$ cat config.mk
export PLATFORM = sky130hd
export DESIGN_NAME = morse_rx_controller_flat
export DESIGN_NICKNAME = d
export VERILOG_FILES = /design/src/rtl/morse_pkg.sv /design/src/rtl/morse_rx_controller_if.sv /design/src/rtl/morse_char_fifo.sv /design/src/rtl/morse_rx_controller.sv /design/src/flat_wrapper.sv
export SDC_FILE = /design/constraint.sdc
export NUM_CORES = 1
export LEC_CHECK = 0
export ABC_CLOCK_PERIOD_IN_PS = 4130
export CAP_MARGIN = 25
export CORE_ASPECT_RATIO = 1.75
export CORE_MARGIN = 3
export CORE_UTILIZATION = 33
export DETAILED_ROUTE_END_ITERATION = 8
export GPL_TIMING_DRIVEN = 0
export SLEW_MARGIN = 20
export SYNTH_ARGS = -nofsm -noshare
export SYNTH_HDL_FRONTEND = slang
export SYNTH_HIERARCHICAL = 1
export SYNTH_SLANG_ARGS = --single-unit
$ cat constraint.sdc
create_clock -name clk -period 4.13 [get_ports clk]
set_input_delay 0.826 -clock clk [delete_from_list [all_inputs] [get_ports clk]]
set_output_delay 0.826 -clock clk [all_outputs]
set_load 0.03 [all_outputs]
$ cat src/rtl/morse_pkg.sv
// Shared constants, FSM encoding and letter mapping for the Morse receive controller.
// No logic of its own; timing and backpressure live in the modules that import it.
package morse_pkg;

  localparam logic [7:0] ASCII_SPACE      = 8'h20;
  localparam logic [7:0] ASCII_UNKNOWN    = 8'h3F;
  localparam int         UNIT_CYCLES      = 8;
  localparam int         WORD_GAP_DEFAULT = 7 * UNIT_CYCLES;

  typedef enum logic [1:0] {
    ST_DISABLED = 2'd0,
    ST_IDLE     = 2'd1,
    ST_IN_WORD  = 2'd2
  } state_t;

  // A decoder that could not match a pattern reports 0x00; show it as '?'.
  function automatic logic [7:0] char_of(input logic [7:0] letter);
    return (letter == 8'h00) ? ASCII_UNKNOWN : letter;
  endfunction

endpackage

$ cat src/rtl/morse_rx_controller_if.sv
// Decoder-side and consumer-side signals of the Morse receive controller.
// slave = controller, master = whoever drives the decoder/consumer side.
interface morse_rx_controller_if #(
  parameter int DEPTH = 8
);
  logic                   enable;
  logic                   clear;
  logic                   signal;
  logic [7:0]             letter;
  logic                   done;
  logic                   decoder_rst;
  logic [7:0]             out_char;
  logic                   out_valid;
  logic                   out_ready;
  logic                   overflow;
  logic [$clog2(DEPTH):0] count;

  modport master (
    output enable, clear, signal, letter, done, out_ready,
    input  decoder_rst, out_char, out_valid, overflow, count
  );

  modport slave (
    input  enable, clear, signal, letter, done, out_ready,
    output decoder_rst, out_char, out_valid, overflow, count
  );
endinterface

$ cat src/rtl/morse_char_fifo.sv
// Character FIFO: push in cycle N is visible at the head in N+1; full+pop+push keeps count.
// Pushes into a full FIFO without a same-cycle pop are refused; clear drops the cycle's push/pop.
module morse_char_fifo #(
  parameter int DEPTH = 8
) (
  input  logic                   clk,
  input  logic                   rst,
  input  logic                   clear,
  input  logic                   push,
  input  logic [7:0]             push_dat,
  input  logic                   pop,
  output logic [7:0]             head_dat,
  output logic                   full,
  output logic                   empty,
  output logic [$clog2(DEPTH):0] count
);
  localparam int AW = $clog2(DEPTH);

  logic [7:0]    mem [DEPTH];
  logic [AW-1:0] wr_ptr;
  logic [AW-1:0] rd_ptr;
  logic [AW:0]   cnt;
  logic          pop_ok;
  logic          push_ok;

  assign empty   = (cnt == '0);
  assign full    = (cnt == (AW+1)'(DEPTH));
  assign pop_ok  = pop && !empty && !clear;
  // A slot freed by this cycle's pop may be reused by this cycle's push.
  assign push_ok = push && !clear && (!full || pop_ok);

  always_ff @(posedge clk or posedge rst) begin
    if (rst) begin
      wr_ptr <= '0;
      rd_ptr <= '0;
      cnt    <= '0;
    end else if (clear) begin
      wr_ptr <= '0;
      rd_ptr <= '0;
      cnt    <= '0;
    end else begin
      if (push_ok) wr_ptr <= wr_ptr + 1'b1;
      if (pop_ok)  rd_ptr <= rd_ptr + 1'b1;
      case ({push_ok, pop_ok})
        2'b10:   cnt <= cnt + 1'b1;
        2'b01:   cnt <= cnt - 1'b1;
        default: cnt <= cnt;
      endcase
    end
  end

  always_ff @(posedge clk) begin
    if (push_ok) mem[wr_ptr] <= push_dat;
  end

  assign head_dat = empty ? 8'h00 : mem[rd_ptr];
  assign count    = cnt;

endmodule

$ cat src/rtl/morse_rx_controller.sv
// Turns decoder letters and long low gaps into a character stream; push visible one cycle later.
// Consumer backpressure via out_ready; when the FIFO is full new characters drop and set overflow.
module morse_rx_controller
  import morse_pkg::*;
#(
  parameter int DEPTH    = 8,
  parameter int WORD_GAP = WORD_GAP_DEFAULT
) (
  input  logic                   clk,
  input  logic                   reset,
  morse_rx_controller_if.slave   bus
);
  localparam int GW = $clog2(WORD_GAP + 1);

  state_t        state;
  state_t        state_nxt;
  logic [GW-1:0] gap_cnt;
  logic          gap_hit;
  logic          letter_push;
  logic          space_push;
  logic          push;
  logic [7:0]    push_dat;
  logic          pop;
  logic          full;
  logic          empty;

  assign gap_hit = (gap_cnt == GW'(WORD_GAP));

  always_ff @(posedge clk or posedge reset) begin
    if (reset) state <= ST_DISABLED;
    else       state <= state_nxt;
  end

  always_comb begin
    state_nxt   = state;
    letter_push = 1'b0;
    space_push  = 1'b0;
    if (!bus.enable) begin
      state_nxt = ST_DISABLED;
    end else if (bus.clear) begin
      state_nxt = (state == ST_DISABLED) ? ST_DISABLED : ST_IDLE;
    end else begin
      case (state)
        ST_DISABLED: state_nxt = ST_IDLE;
        ST_IDLE: begin
          if (bus.done) begin
            letter_push = 1'b1;
            state_nxt   = ST_IN_WORD;
          end
        end
        ST_IN_WORD: begin
          // A letter arriving on the gap boundary wins; the word continues.
          if (bus.done) begin
            letter_push = 1'b1;
          end else if (gap_hit) begin
            space_push = 1'b1;
            state_nxt  = ST_IDLE;
          end
        end
        default: state_nxt = ST_DISABLED;
      endcase
    end
  end

  assign push     = letter_push || space_push;
  assign push_dat = letter_push ? char_of(bus.letter) : ASCII_SPACE;

  always_ff @(posedge clk or posedge reset) begin
    if (reset) begin
      gap_cnt <= '0;
    end else if (!bus.enable || state == ST_DISABLED || bus.clear || bus.signal || letter_push) begin
      gap_cnt <= '0;
    end else if (!gap_hit) begin
      gap_cnt <= gap_cnt + 1'b1;
    end
  end

  assign pop = bus.out_valid && bus.out_ready;

  always_ff @(posedge clk or posedge reset) begin
    if (reset)                      bus.overflow <= 1'b0;
    else if (bus.clear)             bus.overflow <= 1'b0;
    else if (push && full && !pop)  bus.overflow <= 1'b1;
  end

  morse_char_fifo #(
    .DEPTH (DEPTH)
  ) u_fifo (
    .clk      (clk),
    .rst      (reset),
    .clear    (bus.clear),
    .push     (push),
    .push_dat (push_dat),
    .pop      (pop),
    .head_dat (bus.out_char),
    .full     (full),
    .empty    (empty),
    .count    (bus.count)
  );

  assign bus.out_valid   = !empty;
  assign bus.decoder_rst = (state == ST_DISABLED);

endmodule
$ cat src/flat_wrapper.sv
// flat-port wrapper written by rule: the top's interface ports become plain ports
module morse_rx_controller_flat import morse_pkg::*;
#(
  parameter int DEPTH    = 8,
  parameter int WORD_GAP = WORD_GAP_DEFAULT
)
  (clk, reset, bus_enable, bus_clear, bus_signal, bus_letter, bus_done, bus_out_ready, bus_decoder_rst, bus_out_char, bus_out_valid, bus_overflow, bus_count);
  morse_rx_controller_if #(.DEPTH(DEPTH)) bus_i ();
  input  logic clk;
  input  logic reset;
  input wire logic [$bits(bus_i.enable)-1:0] bus_enable;
  input wire logic [$bits(bus_i.clear)-1:0] bus_clear;
  input wire logic [$bits(bus_i.signal)-1:0] bus_signal;
  input wire logic [$bits(bus_i.letter)-1:0] bus_letter;
  input wire logic [$bits(bus_i.done)-1:0] bus_done;
  input wire logic [$bits(bus_i.out_ready)-1:0] bus_out_ready;
  output wire logic [$bits(bus_i.decoder_rst)-1:0] bus_decoder_rst;
  output wire logic [$bits(bus_i.out_char)-1:0] bus_out_char;
  output wire logic [$bits(bus_i.out_valid)-1:0] bus_out_valid;
  output wire logic [$bits(bus_i.overflow)-1:0] bus_overflow;
  output wire logic [$bits(bus_i.count)-1:0] bus_count;
  assign bus_i.enable = bus_enable;
  assign bus_i.clear = bus_clear;
  assign bus_i.signal = bus_signal;
  assign bus_i.letter = bus_letter;
  assign bus_i.done = bus_done;
  assign bus_i.out_ready = bus_out_ready;
  assign bus_decoder_rst = bus_i.decoder_rst;
  assign bus_out_char = bus_i.out_char;
  assign bus_out_valid = bus_i.out_valid;
  assign bus_overflow = bus_i.overflow;
  assign bus_count = bus_i.count;
  morse_rx_controller #(.DEPTH(DEPTH), .WORD_GAP(WORD_GAP)) u_core (.clk(clk), .reset(reset), .bus(bus_i));
endmodule
; Yosys cells after proc, flatten, opt, wreduce, memory -nomap -nowiden
; Memory sizes are Yosys's and may differ from the RTL's.
; Cells that the tools add are included.
; W data, S select, Z words.
[word_totals]
reg_bits = 19
latch_bits = 0
ramBits = 64
rom_bits = 0
in_bits = 15
memories = 1
[op_classes]
n_addsub = 5
mul = 0
n_div = 0
order_cmp = 0
eq_ne = 10
shifts = 0
mux = 31
bitwise_logic = 0
reduce_logical = 27
[memory_table]
columns = name, words, word_bits, rd, rd_clocked_by_memory_dff, write_ports, line_no
row1 = u_core.u_fifo.mem, 8, 8, 1, 0, 1, morse_char_fifo.sv:19  ; logic [7:0] mem [DEPTH];
[ops]
columns = operator, n
row1 = $mux W8, 3
row2 = $mux W1, 14
row3 = $mux W3, 4
row4 = $mux W6, 2
row5 = $mux W2, 5
row6 = $logic_not A8 Y1, 1
row7 = $ne A4 B4 Y1 const B, 2
row8 = $pmux W4 S2, 1
row9 = $logic_and A1 B1 Y1, 7
row10 = $add A3 B1 Y3 const B, 2
row11 = $add A6 B1 Y6 const B, 1
row12 = $eq A6 B6 Y1 const B, 1
row13 = $logic_or A1 B1 Y1, 6
row14 = $pmux W2 S3, 1
row15 = $reduce_bool A2 Y1, 3
row16 = $logic_not A1 Y1, 5
row17 = $add A4 B1 Y4 const B, 1
row18 = $eq A2 B1 Y1 const B, 2
row19 = $eq A2 B2 Y1 const B, 2
row20 = $eq A4 B4 Y1 const B, 1
row21 = $logic_not A4 Y1, 1
row22 = $mux W4, 1
row23 = $ne A4 B3 Y1 const B, 1
row24 = $sub A4 B1 Y4 const B, 1
row25 = other kinds (5), 5

; Logic depth before layout (Yosys ltp)
; Gate-level depths: netlist of the first run.
[depth]
word_depth = 12
ltp_mapped = 13
ltp_nobuf = 13

; Cells and area by module
; The synthesis of the first run kept the hierarchy.
[modules_own_cells]
columns = module, instances, cells_per_inst, area_per_inst_um2
row1 = morse_char_fifo, 1, 195, 3184.3
row2 = morse_rx_controller, 1, 76, 689.4

; Least setup slack after synthesis of the first run
; Ideal clock, no wire load.
[synth_timing]
kind = reg-to-reg
from = register u_core.u_fifo.cnt[0], in the netlist u_core/u_fifo/count[0]
to = register u_core.u_fifo.cnt[3], in the netlist u_core/u_fifo/count[3]
setup_time_ns = 0.124
arrival_time_ns = 2.994
path_slack_ns = 1.012
stages_incl_launch_ff = 13
period_less_slack_ns = 3.118
cell_sequence = dfrtp_1 -> or4_1 -> buf_2 -> clkinv_4 -> clkbuf_1 -> nor2b_1 -> nand2b_1 -> nor3_1 -> ha_1 -> a21o_1 -> a211oi_1 -> nor4bb_1 -> a211o_1
[synth_between]
elab_chain_len = 10
[synth_rtl]
columns = item, line_no
row1 = "start, declared", morse_char_fifo.sv:22  ; logic [AW:0] cnt;
row2 = "start signal, assigned", morse_char_fifo.sv:45  ; 2'b10: cnt <= cnt + 1'b1;
row3 = "start signal, assigned", morse_char_fifo.sv:46  ; 2'b01: cnt <= cnt - 1'b1;
row4 = "start signal, assigned", morse_char_fifo.sv:47  ; default: cnt <= cnt;
row5 = $logic_not A4 Y1 (*), morse_char_fifo.sv:26  ; assign empty = (cnt == '0);
row6 = net u_core.empty, morse_rx_controller.sv:25  ; logic empty;
row7 = $logic_not A1 Y1 (*), morse_rx_controller.sv:101  ; assign bus.out_valid = !empty;
row8 = $logic_and A1 B1 Y1 (*), morse_rx_controller.sv:78  ; assign pop = bus.out_valid && bus.out_ready;
row9 = net u_core.pop, morse_rx_controller.sv:23  ; logic pop;
row10 = $logic_and A1 B1 Y1 (*) (2 in a row), morse_char_fifo.sv:28  ; assign pop_ok = pop && !empty && !clear;
row11 = $logic_or A1 B1 Y1, morse_char_fifo.sv:30  ; assign push_ok = push && !clear && (!full || pop_ok);
row12 = $logic_and A1 B1 Y1, morse_char_fifo.sv:30
row13 = $eq A2 B1 Y1 or $eq A2 B2 Y1 (tied branches), morse_char_fifo.sv:44  ; case ({push_ok, pop_ok})
row14 = $pmux W4 S2, morse_char_fifo.sv:44
row15 = $mux W4, morse_char_fifo.sv:37  ; end else if (clear) begin
; Mark *: on every way through the listed nets, which the timed path passes. The rest lies on a longest branch.
; A chain may end at the register's enable or synchronous reset.

; Worst setup path in the final report of the first run
[layout_timing]
from = register u_core.u_fifo.rd_ptr[1]
to = output port bus_out_char[5]
[layout_between]
elab_chain_len = 2
[layout_rtl]
columns = item, line_no
row1 = "start, declared", morse_char_fifo.sv:21  ; logic [AW-1:0] rd_ptr;
row2 = "start signal, assigned", morse_char_fifo.sv:43  ; if (pop_ok) rd_ptr <= rd_ptr + 1'b1;
row3 = $mem_v2 Z8 W8, --
row4 = $mux W8, morse_char_fifo.sv:56  ; assign head_dat = empty ? 8'h00 : mem[rd_ptr];
row5 = "end, declared", flat_wrapper.sv:18  ; output wire logic [$bits(bus_i.out_char)-1:0] bus_out_char;
; No other way between the ends.

==> impl_metrics.env, run 1 <==
export IMPL_power_density_nw_per_um2=393
export IMPL_grt_pass1_vias=2520
export IMPL_min_to="u_core/bus.overflow$_DFFE_PP0P_"
export IMPL_worstPathRequired_ns=3.30
export IMPL_route_detailed_wl_per_inst_um=18.2
export IMPL_hold_class="flop to flop"
export IMPL_fin_crit_sh=0.935
export IMPL_drv_slew=0
export IMPL_syn_nets=296
export IMPL_slowest_stage="clkbuf_1"
export IMPL_maxSlewHeadroom=0.432
export IMPL_met2_length_um=4450
export IMPL_vias=2451
export IMPL_final_nets=340
export IMPL_drt_iter0_markers=115
export IMPL_antennaDiodeCount=0
export IMPL_core_um2=11300
export IMPL_r2r_start="u_core/u_fifo/count[0]$_DFFE_PP0P_"
export IMPL_vdd_ir_drop_max_v=0.000197
export IMPL_cts_resized_gates=0
export IMPL_clock_sinks=83
export IMPL_netlist_top_cells_area="edfxtp_1 50%, dfrtp_1 12%, mux4_2 9.3%"
export IMPL_clock_latency_ns=0.33
export IMPL_outcome="completed"
export IMPL_grt_pass1_wl_um=13300
export IMPL_start_util=0.343
export IMPL_ys_seq_elements=83
export IMPL_min_from="u_core/bus.overflow$_DFFE_PP0P_"
export IMPL_drive_gt1_frac=0.166
export IMPL_routed_wirelength_um=8200
export IMPL_hold_depth=2
export IMPL_die_w_um=87.9
export IMPL_gr_usage_all_layers=0.136
export IMPL_antenna_found_initial=0
export IMPL_grt_max_degree=15
export IMPL_area_delta_synth_final_pct=20.2
export IMPL_first_pass_iters=4
export IMPL_fillers=1051
export IMPL_power_leakage_nw=1.60
export IMPL_place_congestion=0.804
export IMPL_hold_viol=0
export IMPL_critPathKind="flop to output pin"
export IMPL_drv_cap=0
export IMPL_path_delay_family="buffers and inverters"
export IMPL_multi_input_area_um2=1410
export IMPL_synthCells=271
export IMPL_ctsHoldBuffers=0
export IMPL_period_needed_ns=3.86
export IMPL_dp_final_hpwl_um=5820
export IMPL_ios=30
export IMPL_rsz0062_at_grt="no"
export IMPL_netlist_cell_type_count=46
export IMPL_slowest_delay_ns=0.64
export IMPL_clockBufferDepth=2
export IMPL_wl_met3_um=322
export IMPL_top_layer_used="met4"
export IMPL_synth_top_area_cell="edfxtp_1"
export IMPL_cts_buffers=9
export IMPL_rr_worst_depth=12
export IMPL_clock_fmax_ghz=0.259
export IMPL_num_rows=51
export IMPL_die_h_um=149
export IMPL_yosysSeqAreaShare=0.619
export IMPL_end_kind="output pin"
export IMPL_overflow=0
export IMPL_cp_arrival_ns=3.04
export IMPL_fin_worst_skew_ns=0.00394
export IMPL_met1Wirelength_um=3200
export IMPL_ff_latch_area_um2=2400
export IMPL_critPathMaxFanout=10
export IMPL_htreeDepth=3
export IMPL_p_total_mw=1.83
export IMPL_setup_tns_ns=0
export IMPL_dieArea_um2=13100
export IMPL_clkTransAtPathRegs_ns=0.06
export IMPL_syn_cell_area_um2=3870
export IMPL_syn_avg_cell_area_um2=14.3
export IMPL_setup_viol=0
export IMPL_yosysTopAreaCellShare=0.496
export IMPL_portBuffers=29
export IMPL_worst_setup_path_start_kind="flop"
export IMPL_path_buf_inv=3
export IMPL_final_antenna_net_count=0
export IMPL_rrSetupSlack_ns=0.47
export IMPL_viasPerCell=5.42
export IMPL_yosysWarnings=6
export IMPL_path_cells="buf_1 > clkbuf_1 > mux4_2 > mux2i_1 > nor2_1 > clkdlybuf4s50_1"
export IMPL_post_cts_setup_buffers=0
export IMPL_r2r_end="u_core/u_fifo/count[3]$_DFFE_PP0P_"
export IMPL_drc=0
export IMPL_clockRootBuffer="clkbuf_16"
export IMPL_cts_tree="done"
export IMPL_tightest_slew_ns=0.852
metrics by stage:
| step | instances | cell area, µm² | hold WS, ns | setup slack (ns) | utilization |
|---|---|---|---|---|---|
| floorplan | 271 | 3870 | 0.535 | 1.01 | - |
| global placement | 432 | 4330 | 0.541 | -0.507 | 0.383 |
| detailed placement | 436 | 4390 | 0.527 | 0.282 | 0.388 |
| CTS | 452 | 4660 | 0.549 | 0.155 | 0.412 |
| global route | 452 | 4660 | 0.573 | 0.114 | 0.412 |
| finish | 452 | 4660 | 0.543 | 0.268 | 0.412 |
tightest hold or removal path, delay by kind of cell, from the launching register on:
family	cells	cell delay, ns
AO/OA/AOI/OAI	1	0.07
buffers and inverters	1	0.05
flip-flops	1	0.37
kinds of logic after synthesis:
| group | after synthesis | synth area share |
|---|---|---|
| AOI/OAI and AO/OA | 36 | 0.0623 |
| xor gates and xnor gates | 8 | 0.0181 |
| adders and majority gates | 10 | 0.0342 |
| buffers and inverters | 24 | 0.0258 |
| DFF | 83 | 0.619 |
| muxes | 24 | 0.114 |
| and+or+nand+nor | 86 | 0.127 |
Yosys cell counts (all sizes together):
master / number
xor2: 5
a21oi: 8
a211oi: 4
o211ai: 1
nand2: 11
edfxtp: 64
o21ai: 6
mux4: 16
nand3b: 1
nor2b: 4
fa: 1
a2111oi: 2
clkinv: 1
nand2b: 5
clkbuf: 5
o22ai: 1
o21a: 6
xnor2: 3
nor3: 7
or3: 4
buf: 6
inv: 12
nor3b: 1
o32ai: 2
nor4bb: 1
dfrtp: 19
and2: 3
mux2i: 8
nor2: 27
or4: 4
a211o: 1
a31oi: 4
nor4: 6
or2b: 1
a21o: 1
ha: 9
nand3: 8
and3: 2
nand4: 1
metal layers:
metal	track usage	up-vias
li1	-	1130
met1	0.157	1247
met2	0.237	58
met3	0.0254	16
met4	0.0661	0
met5	0	-
how the worst max path moves through the flow:
stage | startpoint | cells after the start | to
2_1_floorplan | u_core/u_fifo/count[0]$_DFFE_PP0P_ | 12 | u_core/u_fifo/count[3]$_DFFE_PP0P_
3_3_place_gp | bus_clear | 9 | u_core/u_fifo/mem[1][0]$_DFFE_PP_
3_5_place_dp | bus_clear | 12 | u_core/u_fifo/count[3]$_DFFE_PP0P_
4_1_cts | u_core/u_fifo/rd_ptr[1]$_DFFE_PP0P_ | 6 | bus_out_char[6]
5_1_grt | u_core/u_fifo/rd_ptr[1]$_DFFE_PP0P_ | 6 | bus_out_char[5]
6_report | u_core/u_fifo/rd_ptr[1]$_DFFE_PP0P_ | 6 | bus_out_char[5]
cell type report:
class | instances | share of cell area
flip-flops and latches | 83 | 0.515
well taps | 132 | 0.0355
clock buffers | 10 | 0.0492
repair buffers | 33 | 0.0682
clock inverters | 6 | 0.00913
multi-input cells | 164 | 0.302
inverters | 13 | 0.0116
plain buffers | 11 | 0.00994
report_power, final:
part	switching [mW]	internal (mW)	leakage, nW
registers	0.00825	0.899	0.857
clock network	0.308	0.407	0.128
logic	0.127	0.0838	0.616
placed cells by master (no fill, tap or decap), types with 8 or more instances in the layout:
cell	Yosys	final
a21oi_1	8	8
clkbuf_16	0	9
clkdlybuf4s50_1	0	29
dfrtp_1	19	19
edfxtp_1	64	64
ha_1	9	9
inv_1	12	12
mux2i_1	8	8
mux4_2	16	16
nand2_1	11	11
nand3_1	8	8
nor2_1	25	25
registers in the layout, indices dropped and copies added (netlist names):
| register | count |
|---|---|
| u_core/state | 2 |
| u_core/u_fifo/count | 4 |
| u_core/bus.overflow | 1 |
| u_core/u_fifo/rd_ptr | 3 |
| u_core/gap_cnt | 6 |
| u_core/u_fifo/wr_ptr | 3 |
| u_core/u_fifo/mem | 64 |
Note: power is estimated with default switching activity, not from simulation.
==> inputs of run 2 (changes only) <==
- CELL_PAD_IN_SITES_DETAIL_PLACEMENT: unset -> 0
- CELL_PAD_IN_SITES_GLOBAL_PLACEMENT: unset -> 1
- MAX_ROUTING_LAYER: unset -> met4
- PLACE_DENSITY_LB_ADDON: unset -> 0.1
==> run 2 against run 1 <==
Clock power is 11% higher. Wire length up 5.2%. Register-to-register slack lost 0.02 ns. Sequential share of layout area down 0.30 points. Flip-flop and latch count unchanged. Sequential power barely moved. Via count fell by 3.3%. Critical path type unchanged. Largest power group unchanged.
==> impl_metrics.env, run 2 (synthesized netlist as in run 1, its figures left out) <==
export IMPL_outcome="completed"
export IMPL_power_density_nw_per_um2=409
export IMPL_p_comb_frac=0.111
export IMPL_drt_iter0_markers=122
export IMPL_drv_slew=0
export IMPL_critPathMaxFanout=10
export IMPL_fin_worst_skew_ns=0.00586
export IMPL_routed_wirelength_um=8630
export IMPL_dp_final_hpwl_um=6100
export IMPL_netSwitchingPower_uw=464
export IMPL_power_frac_seq=0.474
export IMPL_first_pass_iters=4
export IMPL_hold_viol=0
export IMPL_cts_tree="done"
export IMPL_fillers=1053
export IMPL_portBuffers=29
export IMPL_gr_usage_all_layers=0.152
export IMPL_critPathKind="flop to output pin"
export IMPL_hold_class="flop to flop"
export IMPL_p_total_mw=1.91
export IMPL_ios=30
export IMPL_clock_fmax_ghz=0.255
export IMPL_setup_viol=0
export IMPL_htreeDepth=3
export IMPL_overflow=0
export IMPL_drv_cap=0
export IMPL_rsz0062_at_grt="no"
export IMPL_grt_max_degree=15
export IMPL_clockBufferDepth=2
export IMPL_antenna_found_initial=0
export IMPL_sw_frac_of_total=0.242
export IMPL_post_place_ws_ns=0.226
export IMPL_worst_setup_path_start_kind="flop"
export IMPL_num_rows=51
export IMPL_area_delta_synth_final_pct=20.9
export IMPL_viasPerCell=5.23
export IMPL_vias=2369
export IMPL_clockRootBuffer="clkbuf_16"
export IMPL_power_leakage_nw=1.63
export IMPL_ff_latch_area_um2=2400
export IMPL_finalInstanceArea_um2=4680
export IMPL_core_um2=11300
export IMPL_final_antenna_net_count=0
export IMPL_tightest_slew_ns=0.991
export IMPL_final_nets=341
export IMPL_post_cts_setup_buffers=0
export IMPL_vdd_ir_drop_max_v=0.000194
export IMPL_grt_pass1_vias=2536
export IMPL_layout_cells_most_common="edfxtp_1"
export IMPL_setup_slack_ns=0.212
export IMPL_intPower_mw=1.45
export IMPL_place_congestion=0.751
export IMPL_die_w_um=87.9
export IMPL_drc=0
export IMPL_final_cell_mix="64 x edfxtp_1, 29 x clkdlybuf4s50_1, 25 x nor2_1, 19 x dfrtp_1, 16 x mux4_2"
export IMPL_p_clk_frac=0.414
export IMPL_clkTransAtPathRegs_ns=0.06
export IMPL_worstPathRequired_ns=3.30
export IMPL_dieArea_um2=13100
export IMPL_end_kind="output pin"
export IMPL_cp_arrival_ns=3.09
export IMPL_largest_reg_flops=64
export IMPL_antennaDiodeCount=0
export IMPL_drive_gt1_frac=0.168
export IMPL_maxSlewHeadroom=0.337
export IMPL_cts_buffers=9
export IMPL_final_core_util=0.415
export IMPL_die_h_um=149
export IMPL_cts_resized_gates=0
export IMPL_multi_input_area_um2=1410
export IMPL_route_detailed_wl_per_inst_um=19.1
export IMPL_clock_sinks=83
export IMPL_top_register="u_core/u_fifo/mem"
export IMPL_setup_tns_ns=0
export IMPL_fin_crit_sh=0.949
export IMPL_period_needed_ns=3.92
export IMPL_start_util=0.343
export IMPL_clock_latency_ns=0.33
export IMPL_grt_pass1_wl_um=14000
export IMPL_ctsHoldBuffers=0
export IMPL_placedInstanceArea_um2=4390
## run 2: cell count changes in the layout (fill, tap and decap cells not counted)
cell,change
buf_4,+1
clkinv_4,-2
clkinvlp_4,-2
inv_6,+2
clkinv_1,+1
clkinv_2,+1
clkbuf_1,-1
bufinv_16,+1
## run 2: final cells by class
| cell class | instances | area share |
|---|---|---|
| Buffer | 11 | 0.00988 |
| Clock buffer | 9 | 0.0481 |
| Timing Repair Buffer | 34 | 0.0694 |
| Multi-Input combinational cell | 164 | 0.300 |
| Sequential cell | 83 | 0.512 |
| Inverter | 13 | 0.0115 |
| Tap cell | 132 | 0.0353 |
| Clock inverter | 7 | 0.0142 |
## run 2: final timing paths
| path | end | cells after the start | slack [ns] | startpoint |
|---|---|---|---|---|
| worst min register to register | u_core/bus.overflow$_DFFE_PP0P_ | 2 | 0.55 | u_core/bus.overflow$_DFFE_PP0P_ |
| min in group asynchronous | u_core/bus.overflow$_DFFE_PP0P_ | 2 | 0.80 | reset |
| worst max-delay path | bus_out_char[4] | 6 | 0.21 | u_core/u_fifo/rd_ptr[1]$_DFFE_PP0P_ |
| worst min-delay path | u_core/bus.overflow$_DFFE_PP0P_ | 2 | 0.55 | u_core/bus.overflow$_DFFE_PP0P_ |
| worst max register to register | u_core/u_fifo/count[3]$_DFFE_PP0P_ | 12 | 0.45 | u_core/u_fifo/count[0]$_DFFE_PP0P_ |
| max in group asynchronous | u_core/u_fifo/count[0]$_DFFE_PP0P_ | 2 | 3.01 | reset |
## run 2: worst max-delay path, cell delays in order (launching register included)
cell	delay, ns
dfrtp_1	0.34
buf_1	0.47
clkbuf_1	0.63
mux4_2	0.42
mux2i_1	0.21
nor2_1	0.07
clkdlybuf4s50_1	0.63
## run 2: power groups by stage
stage          registers, mW  clock network [mW]  logic (mW)
4_1_cts                0.907               0.814       0.217
3_5_place_dp           0.925                   0       0.216
3_3_place_gp           0.925                   0       0.216
6_report               0.907               0.793       0.213
2_1_floorplan          0.927                   0       0.125
5_1_grt                0.908               0.853       0.232
## run 2: metal layers
metal  GRT usage  wire (µm)
met3      0.0276        289
met4      0.0553        124
met5           -          0
met1       0.177       3540
met2       0.258       4680
## run 2: per-stage QoR
step	instances	hold WS, ns
2_1_floorplan	271	0.535
3_3_place_gp	432	0.543
3_5_place_dp	437	0.544
4_1_cts	453	0.554
5_1_grt	453	0.592
6_report	453	0.546
==> inputs of run 3 (changes only) <==
- CTS_BUF_LIST: unset -> sky130_fd_sc_hd__clkbuf_4
==> run 3 against run 2 <==
Sequential power about the same. Clock skew increased by 0.0037 ns. Via count increased by 0.30%. Flip-flop and latch count unchanged. Power decreased by 17%. Global-route usage decreased by 0.13 points. Largest power group unchanged. Highest routed layer unchanged.
==> impl_metrics.env, run 3 (synthesized netlist as in run 1, its figures left out) <==
export IMPL_outcome="completed"
export IMPL_end_kind="output pin"
export IMPL_layout_cells_most_common="edfxtp_1"
export IMPL_clock_sinks=83
export IMPL_maxSlewHeadroom=0.338
export IMPL_sw_frac_of_total=0.267
export IMPL_p_total_mw=1.59
export IMPL_cts_tree="done"
export IMPL_clockBufferDepth=2
export IMPL_route_detailed_wl_per_inst_um=19.0
export IMPL_die_w_um=87.9
export IMPL_drv_slew=0
export IMPL_vias=2376
export IMPL_final_core_util=0.401
export IMPL_grt_pass1_vias=2545
export IMPL_hold_class="flop to flop"
export IMPL_gr_usage_all_layers=0.150
export IMPL_ctsHoldBuffers=0
export IMPL_routed_wirelength_um=8640
export IMPL_grt_pass1_wl_um=13900
export IMPL_final_cell_mix="64 x edfxtp_1, 29 x clkdlybuf4s50_1, 25 x nor2_1, 19 x dfrtp_1, 16 x mux4_2"
export IMPL_start_util=0.343
export IMPL_period_needed_ns=3.88
export IMPL_rsz0062_at_grt="no"
export IMPL_p_clk_frac=0.297
export IMPL_fin_worst_skew_ns=0.00960
export IMPL_final_antenna_net_count=0
export IMPL_fillers=1075
export IMPL_fin_crit_sh=0.938
export IMPL_drc=0
export IMPL_place_congestion=0.751
export IMPL_power_density_nw_per_um2=351
export IMPL_grt_max_degree=15
export IMPL_clock_fmax_ghz=0.258
export IMPL_htreeDepth=3
export IMPL_clock_latency_ns=0.43
export IMPL_intPower_mw=1.17
export IMPL_drt_iter0_markers=110
export IMPL_critPathKind="flop to output pin"
export IMPL_final_nets=341
export IMPL_hold_viol=0
export IMPL_drive_gt1_frac=0.171
export IMPL_drv_cap=0
export IMPL_clockRootBuffer="clkbuf_4"
export IMPL_antenna_found_initial=1
export IMPL_clkTransAtPathRegs_ns=0.13
export IMPL_critPathMaxFanout=11
export IMPL_dp_final_hpwl_um=6100
export IMPL_top_register="u_core/u_fifo/mem"
export IMPL_num_rows=51
export IMPL_worstPathRequired_ns=3.30
export IMPL_p_comb_frac=0.134
export IMPL_viasPerCell=5.23
export IMPL_worst_setup_path_start_kind="flop"
export IMPL_die_h_um=149
export IMPL_dieArea_um2=13100
export IMPL_vdd_ir_drop_max_v=0.000126
export IMPL_cts_buffers=9
export IMPL_first_pass_iters=4
export IMPL_area_delta_synth_final_pct=17.0
export IMPL_portBuffers=29
export IMPL_largest_reg_flops=64
export IMPL_cp_arrival_ns=3.05
export IMPL_setup_viol=0
export IMPL_power_frac_seq=0.570
export IMPL_ios=30
export IMPL_tightest_slew_ns=0.989
export IMPL_netSwitchingPower_uw=425
export IMPL_overflow=0
export IMPL_power_leakage_nw=1.56
export IMPL_core_um2=11300
==> run 3: cell count changes in the layout (fill, tap and decap cells not counted), sizes merged <==
| cell | before | now |
|---|---|---|
| diode | 0 | 1 |
==> run 3: worst paths after layout <==
| kind | from | end | slack [ns] | cells after the start |
|---|---|---|---|---|
| setup / recovery | u_core/u_fifo/count[0]$_DFFE_PP0P_ | bus_out_char[5] | 0.25 | 6 |
| hold / removal | u_core/bus.overflow$_DFFE_PP0P_ | u_core/bus.overflow$_DFFE_PP0P_ | 0.55 | 2 |
| setup reg to reg | u_core/u_fifo/count[0]$_DFFE_PP0P_ | u_core/u_fifo/count[3]$_DFFE_PP0P_ | 0.48 | 12 |
| hold reg to reg | u_core/bus.overflow$_DFFE_PP0P_ | u_core/bus.overflow$_DFFE_PP0P_ | 0.55 | 2 |
| max in group asynchronous | reset | u_core/u_fifo/count[0]$_DFFE_PP0P_ | 3.13 | 2 |
| min in group asynchronous | reset | u_core/gap_cnt[1]$_DFFE_PP0P_ | 0.69 | 2 |
==> run 3: power groups by stage <==
stage                     sequential (mW)  clock (mW)  combinational [mW]
after floorplan                     0.927           0               0.125
after global placement              0.925           0               0.216
after detailed placement            0.925           0               0.216
after CTS                           0.907       0.496               0.217
after global routing                0.908       0.524               0.232
final                               0.907       0.472               0.212
==> run 3: repair_timing <==
item                       in CTS  in global routing
buffers inserted                0                  0
gates resized for setup         1                  0
setup endpoints to repair       1                  0
==> run 3: cell type report <==
cell class,count,area [µm²],share of cell area
Sequential cell,83,2400,0.529
Multi-Input combinational cell,164,1410,0.310
Timing Repair Buffer,34,325,0.0718
Tap cell,132,165,0.0365
Clock buffer,9,67.6,0.0149
Clock inverter,7,66.3,0.0146
Inverter,13,53.8,0.0119
Buffer,11,47.5,0.0105
Antenna cell,1,2.50,0.000552
==> run 3: per-layer routing <==
metal  up-vias  global-route usage  wire length (µm)
met2        49               0.257              4690
met3        11              0.0293               267
met5         -                   -                 0
met4         0              0.0530               150
met1      1189               0.173              3520
li1       1127                   -                 -
==> run 3: per-stage QoR <==
stage	TNS, ns	hold WS, ns	worst slack, ns	cell area (µm²)	std cells
after floorplan	0	0.535	1.01	3870	271
after global placement	-15.14	0.543	-0.639	4330	432
after detailed placement	0	0.544	0.226	4390	437
after CTS	0	0.564	0.118	4530	453
after global routing	0	0.602	0.0207	4530	454
final	0	0.555	0.254	4530	454
==> run 3: critical path, stage by stage, from the launching register on <==
cell and delay (ns):
dfrtp_1 0.51, or4_1 0.54, buf_2 0.17, clkinv_4 0.06, clkbuf_1 0.56, nor2_1 0.14
clkdlybuf4s50_1 0.63
